==> src/rtl/game_pkg.sv <==
// Shared game constants (choice encoding, countdown state code) and the RNG handshake state type.
package game_pkg;

  localparam logic [1:0] ROCK      = 2'd0;
  localparam logic [1:0] PAPER     = 2'd1;
  localparam logic [1:0] SCISSORS  = 2'd2;

  localparam logic [1:0] COUNTDOWN = 2'b01;

  typedef enum logic {IDLE, DRAW} rng_state_t;

endpackage

==> src/rtl/random_choice_gen_lfsr.sv <==
// Galois LFSR with synchronous reseed and all-zero lock-up guard; one-cycle update, no backpressure.
module lfsr_galois #(
  parameter int           W    = 16,
  parameter logic [W-1:0] TAPS = 16'hB400,
  parameter logic [W-1:0] SEED = 16'hACE1
) (
  input  logic         clk,
  input  logic         rst,
  input  logic         load,
  input  logic [W-1:0] load_val,
  output logic [W-1:0] q
);

  always_ff @(posedge clk) begin
    if (!rst) begin
      q <= SEED;
    end else if (load) begin
      q <= (load_val == '0) ? SEED : load_val;
    end else if (q == '0) begin
      q <= SEED;
    end else begin
      q <= (q >> 1) ^ (q[0] ? TAPS : '0);
    end
  end

endmodule

==> src/rtl/random_choice_gen.sv <==
// Opponent-choice generator: LFSR rejection sampling, bounded retries, then mod-N counter fallback.
// draw_valid 2..2+MAX_RETRY cycles after draw_req; requests while busy are dropped. Option macro: RANDOM_SEED_LOAD_EN.
module random_choice_gen
  import game_pkg::*;
#(
  parameter int                LFSR_W      = 16,
  parameter logic [LFSR_W-1:0] LFSR_TAPS   = 16'hB400,
  parameter logic [LFSR_W-1:0] SEED        = 16'hACE1,
  parameter int                CHOICE_W    = 2,
  parameter int                NUM_CHOICES = 3,
  parameter int                MAX_RETRY   = 3
) (
  input  logic                clk,
  input  logic                rst,
`ifdef RANDOM_SEED_LOAD_EN
  input  logic                seed_load,
  input  logic [LFSR_W-1:0]   seed_in,
`endif
  input  logic                draw_req,
  output logic                busy,
  output logic                draw_valid,
  output logic [CHOICE_W-1:0] com_result,
  output logic                fallback
);

  localparam logic [CHOICE_W:0]   NUM_C     = (CHOICE_W + 1)'(NUM_CHOICES);
  localparam logic [CHOICE_W-1:0] CNT_MAX   = CHOICE_W'(NUM_CHOICES - 1);
  localparam logic [3:0]          RETRY_MAX = 4'(MAX_RETRY);

  logic [LFSR_W-1:0] lfsr;
  logic              load;
  logic [LFSR_W-1:0] load_val;

`ifdef RANDOM_SEED_LOAD_EN
  assign load     = seed_load;
  assign load_val = seed_in;
`else
  assign load     = 1'b0;
  assign load_val = '0;
`endif

  lfsr_galois #(
    .W    (LFSR_W),
    .TAPS (LFSR_TAPS),
    .SEED (SEED)
  ) u_lfsr (
    .clk      (clk),
    .rst      (rst),
    .load     (load),
    .load_val (load_val),
    .q        (lfsr)
  );

  // Upper LFSR bits only feed the shift chain; they never reach the sample.
  logic lfsr_unused;
  assign lfsr_unused = ^lfsr[LFSR_W-1:CHOICE_W];

  logic [CHOICE_W-1:0] cnt;

  always_ff @(posedge clk) begin
    if (!rst) begin
      cnt <= '0;
    end else if (cnt == CNT_MAX) begin
      cnt <= '0;
    end else begin
      cnt <= cnt + CHOICE_W'(1);
    end
  end

  logic [CHOICE_W-1:0] sample;
  logic                accept;

  assign sample = lfsr[CHOICE_W-1:0];
  assign accept = ({1'b0, sample} < NUM_C);

  rng_state_t          state, state_nxt;
  logic [3:0]          retry, retry_nxt;
  logic                valid_nxt, fallback_nxt;
  logic [CHOICE_W-1:0] result_nxt;

  always_ff @(posedge clk) begin
    if (!rst) begin
      state      <= IDLE;
      retry      <= '0;
      draw_valid <= 1'b0;
      com_result <= '0;
      fallback   <= 1'b0;
    end else begin
      state      <= state_nxt;
      retry      <= retry_nxt;
      draw_valid <= valid_nxt;
      com_result <= result_nxt;
      fallback   <= fallback_nxt;
    end
  end

  always_comb begin
    state_nxt    = state;
    retry_nxt    = retry;
    valid_nxt    = 1'b0;
    result_nxt   = com_result;
    fallback_nxt = fallback;
    case (state)
      IDLE: begin
        if (draw_req) begin
          state_nxt = DRAW;
          retry_nxt = '0;
        end
      end
      DRAW: begin
        if (accept) begin
          result_nxt   = sample;
          valid_nxt    = 1'b1;
          fallback_nxt = 1'b0;
          state_nxt    = IDLE;
        end else if (retry == RETRY_MAX) begin
          result_nxt   = cnt;
          valid_nxt    = 1'b1;
          fallback_nxt = 1'b1;
          state_nxt    = IDLE;
        end else begin
          retry_nxt = retry + 4'd1;
        end
      end
      default: state_nxt = IDLE;
    endcase
  end

  assign busy = (state == DRAW);

endmodule

==> config.mk <==
export PLATFORM = sky130hd
export DESIGN_NAME = random_choice_gen
export DESIGN_NICKNAME = d
export VERILOG_FILES = /design/src/rtl/game_pkg.sv /design/src/rtl/random_choice_gen_lfsr.sv /design/src/rtl/random_choice_gen.sv
export SDC_FILE = /design/constraint.sdc
export NUM_CORES = 1
export LEC_CHECK = 0
export ABC_AREA = 1
export CAP_MARGIN = 20
export CORE_AREA = 2 2 55 83
export CTS_BUF_LIST = sky130_fd_sc_hd__clkbuf_2
export DETAILED_ROUTE_END_ITERATION = 8
export DIE_AREA = 0 0 57 85
export SLEW_MARGIN = 0
export SYNTH_ARGS = -nofsm -noshare
export SYNTH_HDL_FRONTEND = slang
export SYNTH_HIERARCHICAL = 1
export SYNTH_SLANG_ARGS = --single-unit
==> constraint.sdc <==
create_clock -name clk -period 1.6 [get_ports clk]
set_clock_uncertainty 0.1 [all_clocks]
set_input_delay 0.32 -clock clk [delete_from_list [all_inputs] [get_ports clk]]
set_output_delay 0.32 -clock clk [all_outputs]
set_load 0.05 [all_outputs]
==> flow_metrics.env, run 1 <==
export IMPL_setup_viol=0
export IMPL_nets=257
export IMPL_critPathMaxFanout=7
export IMPL_rsz0062_at_grt="no"
export IMPL_cts_root_buf="clkbuf_2"
export IMPL_netlist_instances=204
export IMPL_fin_crit_sh_pct=90.8
export IMPL_pwr_density_cell_mw_per_mm2=733
export IMPL_post_dp_hpwl_um=1960
export IMPL_synth_seq_area_share_pct=38.8
export IMPL_die_area_mm2=0.00485
export IMPL_power_frac_seq_pct=60.1
export IMPL_drt_first_pass_iters=4
export IMPL_row_count=29
export IMPL_p_comb_share_pct=19.0
export IMPL_status="finished clean"
export IMPL_crit_chain="buf_12"
export IMPL_critical_path_n_buffers_inverters=1
export IMPL_num_antenna_cells=0
export IMPL_r2r_start="retry[0]"
export IMPL_wl_per_cell_um=8.50
export IMPL_core_area_mm2=0.00414
export IMPL_syn_to_final_growth_pct=23.5
export IMPL_place_area_mm2=0.00170
export IMPL_clkLatencyLatePin_ns=0.36
export IMPL_clockPowerShare_pct=20.9
export IMPL_drc=0
export IMPL_fin_area_mm2=0.00172
export IMPL_synth_distinct_cells=26
export IMPL_crit_path_start="busy"
export IMPL_yosys_register_bits=27
export IMPL_globalplace_congestion=0.831
export IMPL_final_seq_area_um2=542
export IMPL_critPathKind="register to output pin"
export IMPL_placedCellCount=293
export IMPL_hold_path_end="cnt[0]"
export IMPL_syn_area_mm2=0.00139
export IMPL_leakagePower_nw=0.832
export IMPL_place_ws_ns=0.112
export IMPL_ff2ff_path_depth=7
export IMPL_endpoint_kind="output pin"
export IMPL_path_delay_family="flip-flops"
export IMPL_syn_avg_cell_area_um2=6.83
export IMPL_grt_pass1_vias=994
export IMPL_grt_pass1_wl_um=4120
export IMPL_cts_hold_buf=0
export IMPL_fin_crit_ns=1.45
export IMPL_worstHoldStart="cnt[0]"
export IMPL_max_freq_mhz=689
export IMPL_portBuffers=7
export IMPL_numCtsBuffers=3
export IMPL_critical_path_required_ns=1.18
export IMPL_drive_above_1_share_pct=12.7
export IMPL_r2r_end="retry[2]"
export IMPL_fin_ws_ns=0.148
export IMPL_crit_slowest_cell="dfxtp_2"
export IMPL_overflow=0
export IMPL_ys_warn_count=6
export IMPL_wirelength_um=2520
export IMPL_report_final_slew_viol_count=0
export IMPL_max_cap_violations=0
export IMPL_r2r_setup_slack_ns=0.26
export IMPL_clockBufferDepth=2
export IMPL_fillCellCount=464
export IMPL_p_sw_mw=0.383
export IMPL_setup_tns_ns=0
export IMPL_multiInputGateArea_um2=835
export IMPL_pin_count=8
export IMPL_final_cell_count_no_fill=297
export IMPL_track_usage_pct=10.9
export IMPL_routed_via_density=4.02
export IMPL_critPathArrivalTime_ns=1.03
export IMPL_cts_tree="yes"
export IMPL_cts_htree_levels=1
export IMPL_cts_setup_buffers=0
export IMPL_grt_max_degree=19
export IMPL_whs_path_depth=1
export IMPL_initial_core_util_pct=33.7
export IMPL_drtIter0Drc=33
export IMPL_start_kind="register"
export IMPL_antenna_found_initial=0
export IMPL_die_x_um=57
export IMPL_die_y_um=85
export IMPL_hold_path_class="register to register"
export IMPL_clkSinkCount=27
export IMPL_peakVddDrop_mv=0.318
export IMPL_switching_share_pct=30.4
export IMPL_hold_violations=0
export IMPL_internal_power_mw=0.879
export IMPL_slowest_delay_ns=0.51
export IMPL_clkTransAtPathRegs_ns=0.26
export IMPL_via_count=1195
export IMPL_ant_nets=0
-- registers in the layout (all words and copies together), names as in the netlist --
| name | count |
|---|---|
| retry | 4 |
| draw_valid | 1 |
| cnt | 2 |
| com_result | 2 |
| u_lfsr/q | 16 |
| fallback | 1 |
| busy | 1 |
-- cells in the mapped netlist (all sizes together) --
cell type / count / area, um2
xor2: 1 / 8.76
conb: 1 / 3.75
xnor2: 2 / 17.5
o21bai: 1 / 7.51
nor3: 2 / 10.0
nand4: 3 / 18.8
nand3: 14 / 92.6
clkinv: 1 / 3.75
buf: 4 / 32.5
a21oi: 10 / 57.6
inv: 32 / 120
nor2: 29 / 134
o21ai: 8 / 51.3
ha: 2 / 25.0
dfxtp: 27 / 541
nand2: 67 / 269
-- routing by layer --
layer | vias to the layer above | wire [um] | global-route usage, %
met2 | 8 | 1340 | 21.0
met5 | - | 0 | 0
met3 | 2 | 52 | 2.29
li1 | 680 | - | -
met1 | 505 | 1100 | 10.7
met4 | 0 | 27 | 5.07
-- power groups by stage --
stage          Clock [mW]  Sequential (mW)  Combinational, mW
2_1_floorplan           0            0.780              0.162
3_3_place_gp            0            0.771              0.234
3_5_place_dp            0            0.771              0.238
4_1_cts             0.278            0.759              0.238
5_1_grt             0.297            0.766              0.275
6_report            0.263            0.759              0.240
-- worst max-delay path by stage --
| stage | to | cells past startpoint | slack, ns |
|---|---|---|---|
| 2_1_floorplan | retry[2] | 5 | 0.17 |
| 3_3_place_gp | retry[2] | 4 | 0.16 |
| 3_5_place_dp | com_result[0] | 4 | 0.11 |
| 4_1_cts | busy | 1 | 0.01 |
| 5_1_grt | busy | 1 | 0.09 |
| 6_report | busy | 1 | 0.15 |
-- placed cells by master (no fill, tap or decap) --
cell / instances
nand2_1: 62
conb_1: 38
inv_1: 30
dfxtp_1: 26
nor2_1: 25
nand3_1: 11
a21oi_1: 8
o21ai_0: 5
buf_12: 5
nand2_2: 4
nand4_1: 3
o21ai_2: 3
clkbuf_2: 3
buf_4: 3
nor2_4: 3
inv_2: 2
nand3_2: 2
a21oi_2: 2
nor3_1: 2
ha_1: 2
clkdlybuf4s50_1: 2
xnor2_1: 2
clkinv_1: 1
nor2_2: 1
nand3_4: 1
o21bai_1: 1
dfxtp_2: 1
clkinv_2: 1
nand2_4: 1
xor2_1: 1
-- what timing repair did --
item | 4_1_cts | 5_1_grt
hold endpoints to repair | 0 | 0
resized for setup | 0 | 1
setup endpoints to repair | 0 | 1
-- cell type report --
cell class / instances / share of cell area, %
Inverter: 33 / 7.20
Multi-Input combinational cell: 177 / 48.5
Sequential cell: 27 / 31.5
Clock inverter: 1 / 0.291
Timing Repair Buffer: 10 / 8.29
Clock buffer: 3 / 0.873
Tap cell: 46 / 3.35
-- stage by stage --
step                total power, mW  hold slack (ns)  util (%)
global placement               1.00            0.317      41.1
finish                         1.26            0.348      41.6
floorplan                     0.942            0.300         -
global route                   1.34            0.372      41.6
detailed placement             1.01            0.323      41.1
CTS                            1.28            0.352      41.6
-- kinds of logic (layout without fill, tap and decap cells) --
group	Yosys count	after routing	synth area share [%]
adder cells (fa/ha/maj)	2	2	1.80
flip-flops	27	27	38.8
other	1	38	0.269
buffers and inverters	37	47	11.2
AND/OR/NAND/NOR	115	115	37.6
AO/OA/AOI/OAI	19	19	8.36
XOR/XNOR	3	3	1.89
No activity file was read; power rests on OpenSTA's default activity.
==> run 2, diff against run 1 <==
--- a/config.mk
+++ b/config.mk
@@ -7,10 +7,11 @@
 export LEC_CHECK = 0
 export ABC_AREA = 1
 export CAP_MARGIN = 20
-export CORE_AREA = 2 2 55 83
+export CORE_AREA = 2 2 43 64
 export CTS_BUF_LIST = sky130_fd_sc_hd__clkbuf_2
 export DETAILED_ROUTE_END_ITERATION = 8
-export DIE_AREA = 0 0 57 85
+export DIE_AREA = 0 0 45 66
+export PLACE_DENSITY = 0.77
 export SLEW_MARGIN = 0
 export SYNTH_ARGS = -nofsm -noshare
 export SYNTH_HDL_FRONTEND = slang
==> flow_metrics.env, run 2 (synthesis results as in run 1) <==
export IMPL_drtIter0Drc=15
export IMPL_cts_htree_levels=1
export IMPL_crit_chain="buf_12"
export IMPL_grt_pass1_vias=1228
export IMPL_utilization_pct=70.2
export IMPL_critical_path_n_buffers_inverters=1
export IMPL_die_area_mm2=0.00297
export IMPL_core_area_mm2=0.00242
export IMPL_r2r_setup_slack_ns=0.26
export IMPL_syn_to_final_growth_pct=22.1
export IMPL_crit_slowest_cell="dfxtp_2"
export IMPL_num_antenna_cells=0
export IMPL_setup_tns_ns=0
export IMPL_ant_nets=0
export IMPL_grt_max_degree=19
export IMPL_drc=0
export IMPL_globalplace_congestion=0.829
export IMPL_status="finished clean"
export IMPL_post_dp_hpwl_um=1990
export IMPL_routed_via_density=4.37
export IMPL_regMostFlops="u_lfsr/q"
export IMPL_critPathArrivalTime_ns=0.98
export IMPL_start_kind="register"
export IMPL_via_count=1206
export IMPL_numCtsBuffers=3
export IMPL_r2r_start="retry[0]"
export IMPL_cts_tree="yes"
export IMPL_initial_core_util_pct=57.5
export IMPL_peakVddDrop_mv=0.409
export IMPL_drt_first_pass_iters=4
export IMPL_antenna_found_initial=0
export IMPL_path_delay_family="flip-flops"
export IMPL_overflow=0
export IMPL_row_count=22
export IMPL_whs_path_depth=1
export IMPL_rsz0062_at_grt="no"
export IMPL_fin_crit_sh_pct=87.6
export IMPL_power_frac_seq_pct=60.5
export IMPL_hold_path_class="register to register"
export IMPL_report_final_slew_viol_count=0
export IMPL_clockPowerShare_pct=20.2
export IMPL_leakagePower_nw=0.837
export IMPL_top_regs="u_lfsr/q (16), retry (4)"
export IMPL_critPathMaxFanout=7
export IMPL_fillCellCount=215
export IMPL_internal_power_mw=0.888
export IMPL_hold_path_end="cnt[0]"
export IMPL_nets=258
export IMPL_critPathKind="register to output pin"
export IMPL_endpoint_kind="output pin"
export IMPL_cts_root_buf="clkbuf_2"
export IMPL_grt_pass1_wl_um=4590
export IMPL_wl_per_cell_um=8.75
export IMPL_clkLatencyLatePin_ns=0.35
export IMPL_hold_violations=0
export IMPL_wirelength_um=2420
export IMPL_max_cap_violations=0
export IMPL_worstHoldStart="cnt[0]"
export IMPL_ff2ff_path_depth=7
export IMPL_clkSinkCount=27
export IMPL_largest_register_ffs=16
export IMPL_drive_above_1_share_pct=13.1
export IMPL_max_freq_mhz=714
export IMPL_die_x_um=45
export IMPL_p_comb_share_pct=19.4
export IMPL_setup_viol=0
export IMPL_critical_path_required_ns=1.18
export IMPL_switching_share_pct=28.9
export IMPL_clkTransAtPathRegs_ns=0.23
export IMPL_die_y_um=66
export IMPL_p_sw_mw=0.360
export IMPL_r2r_end="retry[2]"
export IMPL_track_usage_pct=20.9
export IMPL_pwr_density_cell_mw_per_mm2=734
export IMPL_final_common_cell="nand2_1"
export IMPL_slowest_delay_ns=0.48
export IMPL_portBuffers=7
export IMPL_cts_setup_buffers=0
export IMPL_fin_crit_ns=1.40
export IMPL_final_cell_mix="62 x nand2_1, 38 x conb_1, 30 x inv_1"
export IMPL_clockBufferDepth=2
export IMPL_pin_count=8
run 2: timing repair:
item	in CTS	in global routing
setup endpoints to repair	0	1
hold endpoints to repair	0	0
hold buffers	0	0
resized for setup	0	1
run 2: how the worst max path moves through the flow:
stage                     from       endpoint  slack, ns  cells after the start
final                     busy           busy       0.20                      1
after global routing      busy           busy       0.11                      1
after CTS                 busy           busy       0.06                      1
after detailed placement   rst  com_result[0]       0.10                      4
after global placement     rst  com_result[0]       0.14                      4
after floorplan           busy       retry[2]       0.17                      5
run 2: layout make-up:
class / instances / area (um2) / area share [%]
Sequential cell: 27 / 542 / 31.9
Timing Repair Buffer: 11 / 150 / 8.83
Clock buffer: 4 / 20.0 / 1.18
Multi-Input combinational cell: 177 / 835 / 49.1
Inverter: 33 / 124 / 7.28
Tap cell: 24 / 30.0 / 1.77
run 2: stage by stage:
step           area (um2)  hold slack [ns]  cells  total power [mW]  worst slack, ns
4_1_cts              1700            0.341    276              1.26           0.0617
5_1_grt              1700            0.373    276              1.34            0.112
3_5_place_dp         1680            0.314    272              1.01            0.100
2_1_floorplan        1530            0.300    241             0.942            0.167
3_3_place_gp         1680            0.319    272              1.00            0.137
6_report             1700            0.339    276              1.25            0.199
run 2: power groups by stage:
| stage | logic [mW] | clock network [mW] | registers [mW] |
|---|---|---|---|
| 2_1_floorplan | 0.162 | 0 | 0.780 |
| 3_3_place_gp | 0.237 | 0 | 0.768 |
| 3_5_place_dp | 0.239 | 0 | 0.768 |
| 4_1_cts | 0.239 | 0.266 | 0.755 |
| 5_1_grt | 0.284 | 0.293 | 0.762 |
| 6_report | 0.242 | 0.252 | 0.755 |
run 2: routing by layer:
metal  GRT usage, %  wire length [um]
met1           15.6               910
met2           44.5              1410
met3           2.46                31
met4           12.1                65
met5              0                 0
